File: src/rtl/gray_updown_counter.sv
// gray_updown_counter
//   Parametrised up/down Gray-code counter with parallel load, clear, and
//   wrap or saturate handling at the range ends. The Gray output is taken
//   straight from a register, so each count step changes exactly one bit.
//   This makes it safe to sample from another clock domain.
//
// Parameters
//   WIDTH     counter width in bits (>= 2)
//   SAT_MODE  0 = wrap at the range ends, 1 = hold at the range ends
//
// Ports
//   clk, rst   clock; asynchronous active-high reset
//   count_clr  synchronous clear (highest priority)
//   load_en    synchronous load of load_val (binary)
//   count_en   count enable; dir selects 1 = up, 0 = down
//   count      Gray-encoded value (registered)
//   count_bin  binary value (registered, same edge as count)
//   overflow   one-cycle pulse after an up-step taken at MAX
//   underflow  one-cycle pulse after a down-step taken at 0
//   at_max     registered count_bin == MAX
//   at_zero    registered count_bin == 0
module gray_updown_counter #(
  parameter int WIDTH    = 8,
  parameter bit SAT_MODE = 1'b0
) (
  input  logic             clk,
  input  logic             rst,
  input  logic             count_clr,
  input  logic             load_en,
  input  logic [WIDTH-1:0] load_val,
  input  logic             count_en,
  input  logic             dir,
  output logic [WIDTH-1:0] count,
  output logic [WIDTH-1:0] count_bin,
  output logic             overflow,
  output logic             underflow,
  output logic             at_max,
  output logic             at_zero
);

  localparam logic [WIDTH-1:0] MAX  = '1;
  localparam logic [WIDTH-1:0] ZERO = '0;
  localparam logic [WIDTH-1:0] ONE  = WIDTH'(1);

  logic [WIDTH-1:0] bin_q;
  logic [WIDTH-1:0] nxt;
  logic             ovf_nxt;
  logic             udf_nxt;

  // Next-state and flag decode; priority is clear > load > count > hold.
  always_comb begin
    nxt     = bin_q;
    ovf_nxt = 1'b0;
    udf_nxt = 1'b0;
    if (count_clr) begin
      nxt = ZERO;
    end else if (load_en) begin
      nxt = load_val;
    end else if (count_en) begin
      if (dir) begin
        if (bin_q == MAX) begin
          ovf_nxt = 1'b1;
          nxt     = SAT_MODE ? MAX : ZERO;
        end else begin
          nxt = bin_q + ONE;
        end
      end else begin
        if (bin_q == ZERO) begin
          udf_nxt = 1'b1;
          nxt     = SAT_MODE ? ZERO : MAX;
        end else begin
          nxt = bin_q - ONE;
        end
      end
    end
  end

  // Gray and binary views are loaded on the same edge from the same next value,
  // so the two outputs can never be seen disagreeing.
  always_ff @(posedge clk or posedge rst) begin
    if (rst) begin
      bin_q     <= ZERO;
      count     <= ZERO;
      overflow  <= 1'b0;
      underflow <= 1'b0;
      at_max    <= 1'b0;
      at_zero   <= 1'b1;
    end else begin
      bin_q     <= nxt;
      count     <= nxt ^ (nxt >> 1);
      overflow  <= ovf_nxt;
      underflow <= udf_nxt;
      at_max    <= (nxt == MAX);
      at_zero   <= (nxt == ZERO);
    end
  end

  assign count_bin = bin_q;

endmodule

File: config.mk
export PLATFORM = sky130hd
export DESIGN_NAME = gray_updown_counter
export DESIGN_NICKNAME = d
export VERILOG_FILES = /design/src/rtl/gray_updown_counter.sv
export SDC_FILE = /design/constraint.sdc
export NUM_CORES = 1
export LEC_CHECK = 0
export ABC_AREA = 1
export CORE_MARGIN = 3
export CORE_UTILIZATION = 47
export CTS_BUF_LIST = sky130_fd_sc_hd__clkbuf_4 sky130_fd_sc_hd__clkbuf_8
export DETAILED_ROUTE_END_ITERATION = 10
export PLACE_DENSITY = 0.79
export SKIP_CTS_REPAIR_TIMING = 1
export SKIP_LAST_GASP = 1
export SLEW_MARGIN = 20
export SYNTH_ARGS = -nofsm -noshare
export SYNTH_HDL_FRONTEND = slang
export SYNTH_SLANG_ARGS = --single-unit
export TNS_END_PERCENT = 30
File: constraint.sdc
create_clock -name clk -period 1.7 [get_ports clk]
set_input_delay 0.51 -clock clk [delete_from_list [all_inputs] [get_ports clk]]
set_output_delay 0.51 -clock clk [all_outputs]
set_load 0.02 [all_outputs]
==> flow_results.org <==
** Synthesis
- Cells after synthesis :: 190
- Cell types occupying the most area after synthesis :: dfrtp_1, nand2_1, ha_1, nand3_1, inv_1
- Top cells by instance count after synthesis :: nand2_1, inv_1, dfrtp_1
- Main combinational cell family by area after synthesis :: simple AND/OR/NAND/NOR gates
- Synthesized area :: 1480 um^2
- For this run, the leading register cell type out of synthesis is dfrtp_1.
- Syn_area_per_cell :: approximately 7.8 um^2
- After Yosys synthesis, full adders, half adders and majority gates account for 9.33% of the synthesized area.
- Post-synthesis compound-gate area fraction :: 7.55%
- After synthesis, flip-flops and latches occupy 32.3% of the total area.
- Yosys printed 0 warnings.
- Of the total synthesized cell area, the portion taken by XOR and XNOR cells is a little under 3%.
- After synthesis, the share of cell area in mux cells is 0%.
- Share of synthesized flip-flops with an asynchronous set or reset :: between 90% and 100%
- In this run, synthesis produced a sequential element count of 19.
- Summed over its instances, the top area cell type makes up a little under a third of the synthesized netlist area.
- Cell with the most instances after synthesis :: nand2_1
- The synthesized netlist devotes 37.2% of its cell area to simple gates.
- EDFF count, synth :: 0
- dfrtp_1 takes more of the synthesized area than any other cell.
- Number of unique standard cell types used by synthesis :: 26
- Syn_nets :: between 200 and 250

** Timing
- Counting I/O delays and the setup requirement, the final critical path takes just under 2 ns.
- Timing would allow up to 0.517 GHz.
- Headroom to the max-slew limit came out at roughly 78%.
- Period Utilization, post-route :: 114%
- The number of pins with negative max-slew slack in the final report came to 0.
- Hold Fails Final Rpt :: 0
- Unrepaired setup endpoints after global routing :: yes
- Across all setup checks in the final design, the least slack found is -0.234 ns.
- Between clock sinks in the finished design, the worst skew comes to between 0.002 and 0.003 ns.
- For the pin with the worst max-slew slack, the measured transition is about 0.32 ns.
- Number of endpoints failing setup at the final stage :: 24
- Total Neg Setup Slack :: -2.24 ns

** Pwr
- Peak VDD IR :: ~0.69 mV
- Power density of the placed cells :: slightly above 600 nW/um^2
- The analysis attributes to cell leakage a power of 1.17 nW.
- Total power draw :: between 1 and 1.5 mW

** Layout
- Counting the fill cells in the layout gives about 210.
- Diodes inserted :: 0
- Final core occ :: between 70% and 80%
- The sequential cells in the finished layout cover a total of between 400 and 500 um^2.
- Relative to the synthesized area, the layout overhead comes to 50.0%.
- Final layout net count :: between 200 and 300
- Share of final-layout standard cells stronger than drive strength 1 :: a little over a third
- Combined area of the multi-input logic cells :: 881 um^2

** CTS
- Clock tree synthesis selected as its root buffer the cell clkbuf_4.
- CTS built an H-tree with a depth of 1.
- For this design, the sink count on the clock tree is 19.
- At the later pin of the worst-skew pair, clock insertion delay measures around 0.30 ns.
- Clk pin slew, worst setup/hold paths :: about 0.11 ns
- TritonCTS built the clock tree.
- The clock passes through at most 2 buffers.
- TritonCTS created 3 clock buffers.

** Setup path
- Critical Path Sink Type :: output port
- CP delay by family, top :: buffers and inverters
- CP Buf/Inv Count :: 1
- Traced cell by cell, the critical path runs through clkdlybuf4s50_1.
- Critical path data required time :: roughly 1.2 ns
- Startpoint class of the critical path :: flip-flop
- Worst stage delay on the critical path :: slightly below 0.6 ns
- Critical-path top delay cell :: clkdlybuf4s50_1
- Worst-path fanout max :: 1
- The worst setup path is of the reg -> out kind.
- Worst path arrival time :: about 1.4 ns

** Detailed routing
- First-pass iteration count of the detailed router :: 4
- After detailed routing, the number of vias per cell comes to a little under 5.
- The detailed router placed roughly 1500 vias in this run.
- Residual DRC :: 0
- DRT antenna net count :: 0
- Average wire per standard cell :: between 10 and 15 um
- For this block, the initial DRC count from the detailed router was 70.
- Drt total wl :: 3780 um

** Floorplanning
- Width of the die :: between 60 and 70 um
- Starting density of the core :: 51.3%
- Overall die area :: roughly 3800 um^2
- In this run the standard cell core region covers 2880 um^2.
- 34 I/O pins were placed.
- Vertical extent of the die :: approximately 62 um
- FP Rows :: 19

** Global route
- Vias in the first global route :: between 1000 and 1500
- Busiest metal layer after global routing :: met2
- Met1 track utilization from global routing :: about 29%
- The first global-routing pass estimated approximately 6200 um of wire.
- Global routing used around 6.0% of the available met3 tracks.
- In the global route stage, overall resource usage came out at around 22%.
- Entering global routing, the biggest net connects 11 pins.
- The total overflow left after global routing is 0.
- Number of antenna violations at the first check in global routing :: 0
- In the global route stage, met2 resource usage came out at between 30 and 40%.

** Min path
- Class of the worst hold path :: in -> async

** Placement
- HPWL after detailed placement :: 3100 um
- The count of buffers added on input and output ports is 33.
- Routability-driven placement finished with a final weighted congestion of a little over 0.9.

** Outcome
- Result of the run :: finished with violations
- The checks that failed: setup timing.

** Run
- Across the run, the number of max-cap violations was 0.
## placed cells by master, fill, tap and decap left out, drive strengths merged
cell type / instances
nand4: 3
clkdlybuf4s50: 27
or2: 4
dlymetal6s2s: 6
a21oi: 11
xor2: 4
nor2: 22
inv: 24
o21ai: 6
clkbuf: 4
dfstp: 1
xnor2: 1
nand3: 21
buf: 42
nand2: 56
ha: 11
o211ai: 1
dfrtp: 18
## power breakdown
group	internal, mW	switching (mW)
Combinational	0.292	0.306
Sequential	0.495	0.0358
Clock	0.108	0.143
Total	0.895	0.484
## kinds of logic after synthesis
| family | after synthesis |
|---|---|
| XOR/XNOR | 5 |
| AND/OR/NAND/NOR | 106 |
| adder cells (fa/ha/maj) | 11 |
| AO/OA/AOI/OAI | 18 |
| flip-flops | 19 |
| buffers and inverters | 31 |
## metal layers
layer  up-vias  wire length (um)
li1        742                 -
met1       669              1730
met3         5               242
met4         0                23
met2        46              1790
met5         -                 0
## state kept, by name, indices dropped and copies added (netlist names)
register	count
count_bin	8
count	7
at_max	1
at_zero	1
overflow	1
underflow	1
## per-stage QoR
step	cell area (um^2)	setup slack (ns)	std cells	hold slack, ns
2_1_floorplan	1480	0.00961	190	0.460
3_3_place_gp	2110	-0.394	298	0.783
3_5_place_dp	2110	-0.449	298	0.798
4_1_cts	2140	-0.372	302	0.453
5_1_grt	2210	-0.278	304	0.472
6_report	2210	-0.234	304	0.447
## cell type report
cell class                      count  area share (%)
Sequential cell                    19            21.8
Timing Repair Buffer               75            30.4
Tap cell                           42            2.38
Clock buffer                        4            1.36
Inverter                           24            4.19
Multi-Input combinational cell    140            39.8
## final timing paths
path                            cells after the start  slack [ns]          from      endpoint
worst max register to register                     14       -0.16  count_bin[0]        at_max
worst min register to register                      4        0.82  count_bin[7]  count_bin[7]
min in group clk                                    4        0.82  count_bin[7]  count_bin[7]
worst max-delay path                                1       -0.23       at_zero       at_zero
worst min-delay path                                2        0.45           rst  count_bin[2]
max in group asynchronous                           3        0.83           rst  count_bin[5]
Note: power is estimated with default switching activity, not from simulation.
